`src/rtl/clock_ctrl_pkg.sv`:
```
`default_nettype none
// ============================================================================
// Module      : clock_ctrl_pkg
// Description : Shared encodings for the alarm-clock control block.
//               Holds the mode and alarm state encodings, the digit index map
//               and the bit positions of the buttons in the press vector.
// Revision    : 1.0 - initial release
// ============================================================================
package clock_ctrl_pkg;

    // Operating mode, also presented on the mode output
    typedef enum logic [1:0] {
        MODE_CLOCK     = 2'd0,
        MODE_ADJ_TIME  = 2'd1,
        MODE_ADJ_ALARM = 2'd2
    } mode_t;

    // Alarm sounder state
    typedef enum logic [0:0] {
        AL_IDLE    = 1'b0,
        AL_RINGING = 1'b1
    } alarm_state_t;

    // Digit positions within a counter bank
    localparam int DIG_MIN_U = 0;
    localparam int DIG_MIN_T = 1;
    localparam int DIG_HR_U  = 2;
    localparam int DIG_HR_T  = 3;

    // Bit positions of the buttons in the press vector
    localparam int BTN_C   = 0;
    localparam int BTN_L   = 1;
    localparam int BTN_R   = 2;
    localparam int BTN_U   = 3;
    localparam int BTN_D   = 4;
    localparam int NUM_BTN = 5;

endpackage
`default_nettype wire

```
`src/rtl/clock_adjust_ctrl_btn_edge.sv`:
```
`default_nettype none
// ============================================================================
// Module      : btn_edge_detect
// Description : Rising-edge detector for a vector of synchronised levels.
//               press is high for the cycle in which a level is high and its
//               registered previous value was low, so a held level yields a
//               single press.
// Ports       : clk    - system clock
//               rst    - asynchronous active-low reset
//               level  - WIDTH synchronised input levels
//               press  - WIDTH rising-edge indications (combinational)
// Revision    : 1.0 - initial release
// ============================================================================
module btn_edge_detect #(
    parameter int WIDTH = 1
) (
    input  logic             clk,
    input  logic             rst,
    input  logic [WIDTH-1:0] level,
    output logic [WIDTH-1:0] press
);

    logic [WIDTH-1:0] r_prev;

    always_ff @(posedge clk or negedge rst) begin
        if (!rst) begin
            r_prev <= '0;
        end else begin
            r_prev <= level;
        end
    end

    assign press = level & ~r_prev;

endmodule
`default_nettype wire

```
`src/rtl/clock_adjust_ctrl.sv`:
```
`default_nettype none
// ============================================================================
// Module      : clock_adjust_ctrl
// Description : Alarm-clock control. Decodes the five buttons into the mode
//               FSM (clock / adjust time / adjust alarm), routes one-cycle
//               up/down pulses to the selected digit, gates the time counter
//               run enable, drives the digit blink and runs the alarm FSM.
// Ports       : clk, rst (async active-low)
//               btn_c/l/r/u/d   - debounced button levels
//               tick_1hz        - one-cycle pulse per second
//               alarm_match     - time equals alarm setting (level)
//               alarm_en        - alarm arm switch
//               run_en          - time counter enable
//               time_up/down    - per-digit pulses to the time bank
//               alarm_up/down   - per-digit pulses to the alarm bank
//               digit_sel       - one-hot selected digit
//               mode            - 0 clock, 1 adjust time, 2 adjust alarm
//               ringing, blink  - alarm sounding, selected-digit blink
// Revision    : 1.0 - initial release
// ============================================================================
module clock_adjust_ctrl
    import clock_ctrl_pkg::*;
#(
    parameter int NUM_DIGITS   = 4,
    parameter int RING_TIMEOUT = 60,
    parameter int TO_W         = 6
) (
    input  logic                  clk,
    input  logic                  rst,
    input  logic                  btn_c,
    input  logic                  btn_l,
    input  logic                  btn_r,
    input  logic                  btn_u,
    input  logic                  btn_d,
    input  logic                  tick_1hz,
    input  logic                  alarm_match,
    input  logic                  alarm_en,
    output logic                  run_en,
    output logic [NUM_DIGITS-1:0] time_up,
    output logic [NUM_DIGITS-1:0] time_down,
    output logic [NUM_DIGITS-1:0] alarm_up,
    output logic [NUM_DIGITS-1:0] alarm_down,
    output logic [NUM_DIGITS-1:0] digit_sel,
    output logic [1:0]            mode,
    output logic                  ringing,
    output logic                  blink
);

    localparam logic [NUM_DIGITS-1:0] c_sel_reset    = NUM_DIGITS'(1) << DIG_MIN_U;
    localparam logic [TO_W-1:0]       c_ring_timeout = TO_W'(RING_TIMEOUT);

    logic [NUM_BTN-1:0]    w_btn;
    logic [NUM_BTN-1:0]    w_press;
    logic                  w_match_rise;
    logic                  w_any_press;
    logic [TO_W-1:0]       w_cnt_inc;

    mode_t                 r_mode,      w_mode_nxt;
    alarm_state_t          r_al_state,  w_al_nxt;
    logic [NUM_DIGITS-1:0] r_digit_sel, w_sel_nxt;
    logic [NUM_DIGITS-1:0] r_time_up,   w_tu_nxt;
    logic [NUM_DIGITS-1:0] r_time_down, w_td_nxt;
    logic [NUM_DIGITS-1:0] r_alarm_up,  w_au_nxt;
    logic [NUM_DIGITS-1:0] r_alarm_dn,  w_ad_nxt;
    logic [TO_W-1:0]       r_to_cnt,    w_to_nxt;
    logic                  r_blink,     w_blink_nxt;
    logic                  r_run_en,    w_run_nxt;

    assign w_btn = {btn_d, btn_u, btn_r, btn_l, btn_c};

    btn_edge_detect #(.WIDTH(NUM_BTN)) u_btn_edge (
        .clk   (clk),
        .rst   (rst),
        .level (w_btn),
        .press (w_press)
    );

    btn_edge_detect #(.WIDTH(1)) u_match_edge (
        .clk   (clk),
        .rst   (rst),
        .level (alarm_match),
        .press (w_match_rise)
    );

    assign w_any_press = |w_press;
    assign w_cnt_inc   = r_to_cnt + 1'b1;

    always_ff @(posedge clk or negedge rst) begin
        if (!rst) begin
            r_mode      <= MODE_CLOCK;
            r_al_state  <= AL_IDLE;
            r_digit_sel <= c_sel_reset;
            r_time_up   <= '0;
            r_time_down <= '0;
            r_alarm_up  <= '0;
            r_alarm_dn  <= '0;
            r_to_cnt    <= '0;
            r_blink     <= 1'b0;
            r_run_en    <= 1'b1;
        end else begin
            r_mode      <= w_mode_nxt;
            r_al_state  <= w_al_nxt;
            r_digit_sel <= w_sel_nxt;
            r_time_up   <= w_tu_nxt;
            r_time_down <= w_td_nxt;
            r_alarm_up  <= w_au_nxt;
            r_alarm_dn  <= w_ad_nxt;
            r_to_cnt    <= w_to_nxt;
            r_blink     <= w_blink_nxt;
            r_run_en    <= w_run_nxt;
        end
    end

    always_comb begin
        w_mode_nxt  = r_mode;
        w_al_nxt    = r_al_state;
        w_sel_nxt   = r_digit_sel;
        w_to_nxt    = r_to_cnt;
        w_tu_nxt    = '0;
        w_td_nxt    = '0;
        w_au_nxt    = '0;
        w_ad_nxt    = '0;
        w_blink_nxt = r_blink;
        w_run_nxt   = r_run_en;

        if (r_al_state == AL_RINGING) begin
            // Any press only silences the alarm; it has no mode/digit effect
            if (w_any_press || !alarm_en) begin
                w_al_nxt = AL_IDLE;
            end else if (tick_1hz) begin
                w_to_nxt = w_cnt_inc;
                if (w_cnt_inc == c_ring_timeout) begin
                    w_al_nxt = AL_IDLE;
                end
            end
        end else begin
            if (w_match_rise && alarm_en && (r_mode == MODE_CLOCK)) begin
                w_al_nxt = AL_RINGING;
                w_to_nxt = '0;
            end

            if (w_press[BTN_C]) begin
                case (r_mode)
                    MODE_CLOCK:    w_mode_nxt = MODE_ADJ_TIME;
                    MODE_ADJ_TIME: w_mode_nxt = MODE_ADJ_ALARM;
                    default:       w_mode_nxt = MODE_CLOCK;
                endcase
                w_sel_nxt = c_sel_reset;
            end else if (r_mode != MODE_CLOCK) begin
                if (w_press[BTN_L]) begin
                    w_sel_nxt = {r_digit_sel[NUM_DIGITS-2:0], r_digit_sel[NUM_DIGITS-1]};
                end else if (w_press[BTN_R]) begin
                    w_sel_nxt = {r_digit_sel[0], r_digit_sel[NUM_DIGITS-1:1]};
                end

                // Simultaneous up and down cancel out
                if (w_press[BTN_U] != w_press[BTN_D]) begin
                    if (r_mode == MODE_ADJ_TIME) begin
                        if (w_press[BTN_U]) w_tu_nxt = r_digit_sel;
                        else                w_td_nxt = r_digit_sel;
                    end else begin
                        if (w_press[BTN_U]) w_au_nxt = r_digit_sel;
                        else                w_ad_nxt = r_digit_sel;
                    end
                end
            end
        end

        if ((w_mode_nxt == MODE_CLOCK) || (w_mode_nxt != r_mode)) begin
            w_blink_nxt = 1'b0;
        end else if (tick_1hz) begin
            w_blink_nxt = ~r_blink;
        end

        w_run_nxt = (w_mode_nxt != MODE_ADJ_TIME);
    end

    assign run_en     = r_run_en;
    assign time_up    = r_time_up;
    assign time_down  = r_time_down;
    assign alarm_up   = r_alarm_up;
    assign alarm_down = r_alarm_dn;
    assign digit_sel  = r_digit_sel;
    assign mode       = r_mode;
    assign ringing    = (r_al_state == AL_RINGING);
    assign blink      = r_blink;

endmodule
`default_nettype wire

```
`config.mk`:
```
export PLATFORM = sky130hd
export DESIGN_NAME = clock_adjust_ctrl
export DESIGN_NICKNAME = d
export VERILOG_FILES = /design/src/rtl/clock_ctrl_pkg.sv /design/src/rtl/clock_adjust_ctrl_btn_edge.sv /design/src/rtl/clock_adjust_ctrl.sv
export SDC_FILE = /design/constraint.sdc
export NUM_CORES = 1
export LEC_CHECK = 0
export ABC_AREA = 0
export CAP_MARGIN = 20
export CORE_MARGIN = 5
export CORE_UTILIZATION = 49
export DETAILED_ROUTE_END_ITERATION = 8
export GPL_TIMING_DRIVEN = 0
export HOLD_SLACK_MARGIN = 0.12
export MAX_ROUTING_LAYER = met4
export PLACE_DENSITY = 0.77
export SLEW_MARGIN = 25
export SYNTH_ARGS = -nofsm -noshare
export SYNTH_HDL_FRONTEND = slang
export SYNTH_SLANG_ARGS = --single-unit
```
`constraint.sdc`:
```
create_clock -name clk -period 2.28 [get_ports clk]
set_input_delay 0.228 -clock clk [delete_from_list [all_inputs] [get_ports clk]]
set_output_delay 0.228 -clock clk [all_outputs]
set_load 0.01 [all_outputs]
```
==> results by group, run 1 <==
Run status
  • Status: finished clean

Worst setup path
  • CP Class: input pin to flop
  • Max FO, Critical Path: 8
  • Critical Path End Type: flop
  • Critical Path AT: 2050 ps
  • Startpoint types: input pin
  • Required @ worst endpoint: 2530 ps

Clock network
  • Cts bufs inserted: 5
  • Clock net sink count: 37
  • Clk_lat worst skew: 330 ps
  • Clock transition at the registers of the reported paths: 110 ps
  • Cts repair resizes: 0
  • H-tree depth: 2
  • CTS Root Cell: clkbuf_4
  • TritonCTS clock tree: yes
  • Clk buf depth: 2

Yosys
  • Synthesized Nets: 160
  • Synth async-reset ratio: 100%
  • Post-synthesis cell type count: 38
  • Synthesized flop and latch total: 37
  • Most used flip-flop cell after synthesis: dfrtp_1
  • Mapped Area: 1620 um^2
  • Share of the yosys chip area belonging to registers: 57.2%
  • Avg Cell Area, Syn: 11.0 um^2
  • Post-synth EDFFs: 0
  • Synthesized instance count: 148
  • Yosys synthesis warning count: 0

Finish
  • Post-route insts no fill: 235
  • Commonest non-fill, non-tap cell in the layout: dfrtp_1
  • Final net count: 202
  • Most used cells in the layout excluding fill and tap cells: dfrtp_1, clkdlybuf4s50_1, and2_1
  • Layout cells sized above 1: 11.5%
  • Register Area: 928 um^2
  • Layout Area Growth over Synthesis: 32.1%
  • Area of the multi-input gates: 648 um^2
  • Layout filler cell count: 269
  • # diodes: 0

Placement
  • Port bufs: 33
  • Placer Congestion: 0.896
  • Post-detail-place hpwl: 2430 um
  • Placed cells: 226

Detailed routing
  • Wire per inst: 13.7 um
  • Vias/cell: 5.23
  • Routed wire length: 3210 um
  • DR vias: 1230
  • DR pass1 iterations: 4
  • DRC Markers: 0
  • Number of routed nets with antenna violations: 0
  • Initial DRC count: 32

Floorplan
  • Initial Util: 52.3%
  • Die ar.: 4560 um^2
  • Core area: 3100 um^2
  • Rows: 20
  • Die height: 67.6 um
  • Ports: 35
  • Overall die width: 67.6 um

Timing
  • Relative slew slack: 67.6%
  • Final Critical Period: 1800 ps
  • Final Hold Fails: 0
  • Fmax: 0.556 GHz
  • Final Skew: 4.42 ps
  • Worst Hold Margin: 235 ps
  • Setup_tns: 0 ps
  • Fin crit share: 78.9%
  • RSZ-0062 raised after global routing: false
  • Worst slew pin tran: 486 ps
  • Slew Limit Fails: 0
  • Final setup viols: 0

Global routing
  • Total grt overflow: 0
  • Antenna violations before repair: 0
  • First-pass GRT wire length: 5540 um
  • Largest net degree at the start of global routing: 25
  • Tot GR Track Use: 17.0%
  • Vias in the first global route: 1188

Run
  • Max-Cap Viols: 0

Power
  • Max IR drop VDD: 0.000592 V
  • Power Density: 861 nW/um^2
  • P_leak: 0.950 nW

Min path
  • HP Class: input pin to flop
[power breakdown]
group	internal, mW	leakage [nW]	switching (mW)
Combinational	0.242	0.405	0.201
Clock	0.339	0.0552	0.210
Sequential	0.750	0.491	0.103
[logic make-up (layout without fill, tap and decap cells)]
kind of cell | after synthesis | in the layout | synth area share (%)
XOR/XNOR | 4 | 4 | 2.16
adder cells (fa/ha/maj) | 2 | 2 | 1.54
AND/OR/NAND/NOR | 67 | 67 | 23.4
AO/OA/AOI/OAI | 26 | 26 | 10.4
multiplexers | 4 | 4 | 2.47
buffers and inverters | 8 | 51 | 2.85
flip-flops | 37 | 37 | 57.2
[layer usage]
layer | wire, um | global-route usage, %
met3 | 233 | 5.99
met2 | 1630 | 29.3
met1 | 1330 | 18.5
met4 | 14 | 4.56
met5 | 0 | -
[area by class of cell]
cell class,instances,share of cell area [%]
Sequential cell,37,43.3
Multi-Input combinational cell,103,30.2
Timing Repair Buffer,35,16.9
Clock inverter,3,3.04
Tap cell,44,2.57
Buffer,6,1.81
Clock buffer,5,1.75
Inverter,2,0.350
[synth_stat cells, types with 2 or more instances]
cell / n / area share (%)
a21oi_1: 3 / 0.92
nor3_1: 4 / 1.2
o21ai_0: 9 / 2.8
o41ai_1: 3 / 1.6
mux2i_1: 4 / 2.5
ha_1: 2 / 1.5
nor2_1: 4 / 0.92
and2_1: 17 / 6.6
nand3_1: 7 / 2.2
buf_6: 2 / 1.4
clkbuf_1: 3 / 0.69
xor2_1: 2 / 1.1
dfstp_2: 2 / 3.2
and3_1: 2 / 0.77
nand2b_1: 6 / 2.3
o21ai_1: 2 / 0.62
o31ai_1: 3 / 1.4
inv_1: 2 / 0.46
nand2_1: 15 / 3.5
dfrtp_1: 35 / 54
xnor2_1: 2 / 1.1
nor2b_1: 3 / 1.2
[state kept, by name (all words and copies together) (netlist names)]
signal / count
u_match_edge.r_prev: 1
digit_sel: 4
mode: 2
time_down: 4
r_to_cnt: 6
alarm_down: 4
alarm_up: 4
ringing: 1
time_up: 4
run_en: 1
blink: 1
u_btn_edge.r_prev: 5
[critical path, stage by stage]
cell and delay, ps:
clkdlybuf4s50_1 430, nor2b_4 140, buf_6 130, or4_4 530, nor2_1 240, nand3_1 150, o31ai_1 200
[path summary, 6_finish.rpt]
kind,from,end,slack (ps),depth (start not counted)
max,btn_c,r_to_cnt[4],480,7
max reg2reg,u_btn_edge.r_prev[0],r_to_cnt[4],500,6
min reg2reg,r_to_cnt[5],r_to_cnt[5],550,2
min,tick_1hz,r_to_cnt[5],230,3
max in group asynchronous,rst,digit_sel[0],1440,3
min in group asynchronous,rst,alarm_down[2],330,2
[stage by stage]
stage          power (mW)  setup WS (ps)  utilization, %  area (um^2)
2_1_floorplan        1.06            623               -         1620
3_3_place_gp         1.29            130            64.7         2010
3_5_place_dp         1.31            121            65.4         2030
4_1_cts              1.86            460            69.1         2140
5_1_grt              1.96            341            69.1         2140
6_report             1.84            480            69.1         2140
[repair_timing]
| action | CTS | global route |
|---|---|---|
| hold buffers | 1 | 0 |
| setup buffers | 0 | 0 |
| hold endpoints to repair | 36 | 0 |
Note: power is estimated with default switching activity, not from simulation.
==> inputs of run 2 (changes only) <==
--- a/config.mk
+++ b/config.mk
@@ -8,12 +8,12 @@
 export ABC_AREA = 0
 export CAP_MARGIN = 20
 export CORE_MARGIN = 5
-export CORE_UTILIZATION = 49
+export CORE_UTILIZATION = 45
 export DETAILED_ROUTE_END_ITERATION = 8
 export GPL_TIMING_DRIVEN = 0
 export HOLD_SLACK_MARGIN = 0.12
 export MAX_ROUTING_LAYER = met4
-export PLACE_DENSITY = 0.77
+export PLACE_DENSITY = 0.75
 export SLEW_MARGIN = 25
 export SYNTH_ARGS = -nofsm -noshare
 export SYNTH_HDL_FRONTEND = slang
==> constraint.sdc (replaced) <==
create_clock -name clk -period 1.6 [get_ports clk]
set_input_delay 0.16 -clock clk [delete_from_list [all_inputs] [get_ports clk]]
set_output_delay 0.16 -clock clk [all_outputs]
set_load 0.01 [all_outputs]
==> run 2 against run 1 <==
Effect of this change:
- wire length is 10% higher
- non-clock buffer count is 4 higher
- critical endpoint unchanged
- via count is 2.4% higher
- sequential power is 43% higher
- the run now ends with negative setup slack left
- largest power group unchanged
- worst setup slack worse by 560 ps
==> results by group, run 2 (synthesis gave the netlist of run 1 again) <==
Worst setup path
  • Cell Chain, Critical Path: and2b_2 -> or4_4 -> o21ba_4 -> o21ai_2 -> o31ai_2
  • CP Class: flop to flop
  • Delay-heaviest family, CP: simple AND/OR/NAND/NOR gates
  • CP bufs+invs: 0
  • Required @ worst endpoint: 1820 ps
  • Slowest library cell on the worst path: or4_4
  • Critical Path End Type: flop
  • Worst R2R Setup Slack: -80 ps
  • Slowest stage delay, CP: 470 ps
  • Critical Path AT: 1900 ps
  • Startpoint types: flop
  • Max FO, Critical Path: 5

Power
  • Reported net switching power: 790 uW
  • Pint: 1.82 mW
  • Power share of the clock group: 26.1%
  • P_leak: 0.997 nW
  • Gate power share: 27.2%
  • Sw frac: 30.3%
  • Seq pwr share: 46.7%
  • Max IR drop VDD: 0.000601 V
  • Power Density: 1150 nW/um^2

Finish
  • Register Area: 931 um^2
  • # diodes: 0
  • Area of the multi-input gates: 744 um^2
  • Layout Area Growth over Synthesis: 39.2%
  • Largest register FFs: 6
  • Final net count: 207
  • Final instance area: 2260 um^2
  • Most used cells in the layout excluding fill and tap cells: dfrtp_1, clkdlybuf4s50_1, and2_1
  • Biggest register: r_to_cnt
  • Layout cells sized above 1: 21.9%
  • Commonest non-fill, non-tap cell in the layout: dfrtp_1
  • Layout filler cell count: 270
  • Registers with the most flip-flops: r_to_cnt (6), u_btn_edge.r_prev (5)

Timing
  • Worst slew pin tran: 465 ps
  • Slew Limit Fails: 0
  • Relative slew slack: 69.0%
  • Worst Hold Margin: 185 ps
  • Fmax: 0.595 GHz
  • RSZ-0062 raised after global routing: true
  • Final worst slack: -81.4 ps
  • Final setup viols: 5
  • Final Skew: 6.70 ps
  • Final Hold Fails: 0
  • Fin crit share: 105%
  • Final Critical Period: 1680 ps

Clock network
  • Clock transition at the registers of the reported paths: 110 ps
  • TritonCTS clock tree: yes
  • H-tree depth: 2
  • Clk buf depth: 2
  • Cts bufs inserted: 5
  • Clock net sink count: 37
  • CTS Root Cell: clkbuf_4
  • Clk_lat worst skew: 330 ps

Run status
  • Status: finished with violations
  • Failing checks: negative setup slack

Placement
  • DP Area: 2030 um^2
  • Post-detail-place hpwl: 2460 um
  • Placer Congestion: 0.937
  • Dpl ws: -535 ps
  • Port bufs: 33

Global routing
  • First-pass GRT wire length: 5890 um
  • Vias in the first global route: 1308
  • Antenna violations before repair: 0
  • Total grt overflow: 0
  • Tot GR Track Use: 15.4%
  • Largest net degree at the start of global routing: 27

Detailed routing
  • Wire per inst: 14.6 um
  • Number of routed nets with antenna violations: 0
  • DRC Markers: 0
  • DR pass1 iterations: 4
  • Vias/cell: 5.20
  • DR vias: 1259
  • Initial DRC count: 49
  • Routed wire length: 3540 um

Min path
  • HP Class: input pin to flop

Floorplan
  • Rows: 21
  • Ports: 35
  • Overall die width: 70.1 um
  • Die height: 70.1 um
  • Core area: 3420 um^2
  • Initial Util: 47.5%
  • Die ar.: 4910 um^2

Run
  • Max-Cap Viols: 0
## run 2: changes by cell type in the layout (fill, tap and decap cells not counted), moves of 2 or more
cell             before  now
dfrtp_1              35   33
dfrtp_2               0    2
o21ba_4               0    2
nor3_1                4    2
o21ai_2               1    3
buf_4                 0    5
clkdlybuf4s50_1      32   30
a21oi_1               3    0
a21oi_2               0    3
o21ai_0               9    7
## run 2: layout make-up
type	count	area share [%]
inverters	2	0.332
clock inverters	2	1.66
multi-input cells	104	32.9
repair buffers	41	18.3
well taps	46	2.55
flip-flops and latches	37	41.2
clock buffers	6	2.27
plain buffers	4	0.775
## run 2: path summary, 6_finish.rpt
check,startpoint,to,depth (start not counted)
setup / recovery,u_btn_edge.r_prev[4],r_to_cnt[4],5
hold / removal,tick_1hz,r_to_cnt[5],3
setup reg to reg,u_btn_edge.r_prev[4],r_to_cnt[4],5
hold reg to reg,digit_sel[0],digit_sel[0],2
max in group asynchronous,rst,digit_sel[0],3
min in group asynchronous,rst,mode[0],2
## run 2: through the flow
step	util (%)	power [mW]	instances	setup TNS, ps
2_1_floorplan	-	1.51	148	-210
3_3_place_gp	58.9	1.84	227	-19040
3_5_place_dp	59.5	1.87	228	-6710
4_1_cts	64.6	2.58	239	-714
5_1_grt	66.2	2.75	242	-380
6_report	66.2	2.61	242	-167
## run 2: power by group through the flow
stage | clock network [mW] | registers (mW) | logic, mW
final | 0.682 | 1.22 | 0.708
after global routing | 0.736 | 1.24 | 0.770
after CTS | 0.693 | 1.22 | 0.666
after detailed placement | 0 | 1.23 | 0.635
after global placement | 0 | 1.22 | 0.615
after floorplan | 0 | 1.24 | 0.266
## run 2: worst reg2reg max path: stages, from the launching register on
cell and delay (ps):
dfrtp_1 370, and2b_2 240, or4_4 470, o21ba_4 280, o21ai_2 150, o31ai_2 80
## run 2: routing by layer
layer  GRT usage [%]  wire length, um  share of wire (%)  vias to the layer above
met5               -                0                  0                        -
met4            6.81               58                1.6                        0
met3            2.87              144                4.1                        7
met2            27.5             1890                 53                       36
met1            16.5             1450                 41                      610
li1                -                -                  -                      606
## run 2: what timing repair did
action                                  CTS  global route
gates resized for setup                  16            11
pin swaps                                 6             8
setup buffers                             2             4
hold buffers                              1             0
hold endpoints to repair                 36             0
endpoints found under the setup margin   16            22
gates cloned                              1             0
==> inputs of run 3 (changes only) <==
--- a/config.mk
+++ b/config.mk
@@ -14,6 +14,7 @@
 export HOLD_SLACK_MARGIN = 0.12
 export MAX_ROUTING_LAYER = met4
 export PLACE_DENSITY = 0.75
+export RECOVER_POWER = 50
 export SLEW_MARGIN = 25
 export SYNTH_ARGS = -nofsm -noshare
 export SYNTH_HDL_FRONTEND = slang
==> run 3 against run 2 <==
Effect of this change:
- fmax stayed put
- final cell count stayed put
- die area stayed put
- core utilization hardly changed
- combinational power hardly changed
- the run still ends with negative setup slack left
- clock power hardly changed
- non-clock buffer count stayed put
- register-to-register slack hardly changed
==> results by group, run 3 (synthesis gave the netlist of run 1 again) <==
Run status
  • Status: finished with violations
  • Failing checks: negative setup slack

Clock network
  • Clk buf depth: 2
  • Clock transition at the registers of the reported paths: 110 ps
  • Cts bufs inserted: 5
  • CTS Root Cell: clkbuf_4
  • H-tree depth: 2
  • Clock net sink count: 37
  • Clk_lat worst skew: 330 ps
  • TritonCTS clock tree: yes

Power
  • Sw frac: 30.3%
  • Max IR drop VDD: 0.000599 V
  • Reported net switching power: 790 uW
  • Pint: 1.82 mW
  • Gate power share: 27.1%
  • Seq pwr share: 46.7%
  • Power share of the clock group: 26.2%
  • P_leak: 0.995 nW
  • Power Density: 1150 nW/um^2

Placement
  • Dpl ws: -535 ps
  • Placer Congestion: 0.937
  • Port bufs: 33
  • Post-detail-place hpwl: 2460 um

Detailed routing
  • Number of routed nets with antenna violations: 0
  • Wire per inst: 14.6 um
  • DR pass1 iterations: 4
  • Initial DRC count: 50
  • Vias/cell: 5.20
  • DRC Markers: 0
  • Routed wire length: 3540 um
  • DR vias: 1259

Worst setup path
  • Delay-heaviest family, CP: simple AND/OR/NAND/NOR gates
  • CP bufs+invs: 0
  • Slowest library cell on the worst path: or4_4
  • Max FO, Critical Path: 5
  • Cell Chain, Critical Path: and2b_2 -> or4_4 -> o21ba_4 -> o21ai_2 -> o31ai_2
  • CP Class: flop to flop
  • Startpoint types: flop
  • Critical Path End Type: flop
  • Slowest stage delay, CP: 470 ps
  • Critical Path AT: 1900 ps
  • Required @ worst endpoint: 1820 ps

Timing
  • RSZ-0062 raised after global routing: true
  • Final Skew: 6.41 ps
  • Worst slew pin tran: 776 ps
  • Fmax: 0.595 GHz
  • Setup_tns: -168 ps
  • Final Hold Fails: 0
  • Relative slew slack: 48.3%
  • Final Critical Period: 1680 ps
  • Fin crit share: 105%
  • Slew Limit Fails: 0
  • Final worst slack: -81.4 ps
  • Worst Hold Margin: 185 ps
  • Final setup viols: 5

Floorplan
  • Die ar.: 4910 um^2
  • Core area: 3420 um^2
  • Overall die width: 70.1 um
  • Ports: 35
  • Rows: 21
  • Initial Util: 47.5%
  • Die height: 70.1 um

Global routing
  • Vias in the first global route: 1308
  • Antenna violations before repair: 0
  • Tot GR Track Use: 15.4%
  • Largest net degree at the start of global routing: 27
  • First-pass GRT wire length: 5890 um
  • Total grt overflow: 0

Finish
  • Final net count: 207
  • Commonest non-fill, non-tap cell in the layout: dfrtp_1
  • Biggest register: r_to_cnt
  • Most used cells in the layout excluding fill and tap cells: dfrtp_1, clkdlybuf4s50_1, and2_1
  • Registers with the most flip-flops: r_to_cnt (6), u_btn_edge.r_prev (5)
  • Largest register FFs: 6
  • Layout cells sized above 1: 21.4%
  • Layout filler cell count: 270
  • # diodes: 0
  • Layout Area Growth over Synthesis: 39.2%

Run
  • Max-Cap Viols: 0

Min path
  • HP Class: input pin to flop
[run 3: layer usage]
metal,wire length (um),global-route usage (%)
met5,0,-
met4,58,6.81
met2,1890,27.5
met3,144,2.87
met1,1440,16.5
[run 3: what timing repair did]
action | 4_1_cts | 5_1_grt
setup buffers | 2 | 4
setup endpoints to repair | 16 | 22
endpoints found under the hold margin | 36 | 0
gates resized for setup | 16 | 11
cloned | 1 | 0
pin swaps | 6 | 8
hold buffers | 1 | 0
[run 3: stage by stage]
stage | instances | util [%] | power, mW | cell area [um^2]
global placement | 227 | 58.9 | 1.84 | 2010
finish | 242 | 66.1 | 2.61 | 2260
detailed placement | 228 | 59.5 | 1.87 | 2030
global route | 242 | 66.1 | 2.75 | 2260
floorplan | 148 | - | 1.51 | 1620
CTS | 239 | 64.6 | 2.58 | 2210
[run 3: area by class of cell]
class	count	area, um^2	share of cell area [%]
Buffer	4	17.5	0.776
Clock buffer	6	51.3	2.27
Clock inverter	2	37.5	1.66
Inverter	2	7.51	0.332
Multi-Input combinational cell	104	744	33.0
Sequential cell	37	931	41.2
Tap cell	46	57.6	2.55
Timing Repair Buffer	41	412	18.2
[run 3: power groups by stage]
| stage | registers [mW] | logic, mW | clock network [mW] |
|---|---|---|---|
| floorplan | 1.24 | 0.266 | 0 |
| global placement | 1.22 | 0.615 | 0 |
| detailed placement | 1.23 | 0.635 | 0 |
| CTS | 1.22 | 0.666 | 0.693 |
| global route | 1.24 | 0.769 | 0.736 |
| finish | 1.22 | 0.707 | 0.682 |
[run 3: path summary, 6_finish.rpt]
path	startpoint	to	slack, ps	depth (start not counted)
max reg2reg	u_btn_edge.r_prev[4]	r_to_cnt[4]	-80	5
min in group asynchronous	rst	mode[0]	410	2
max	u_btn_edge.r_prev[4]	r_to_cnt[4]	-80	5
min reg2reg	digit_sel[0]	digit_sel[0]	560	2
max in group asynchronous	rst	digit_sel[0]	530	3
min	tick_1hz	r_to_cnt[5]	190	3
[run 3: worst min-delay path: cells and delay by family]
family	cells	cell delay (ps)
AND/OR/NAND/NOR	1	100
AO/OA/AOI/OAI	1	60
buffers and inverters	1	170
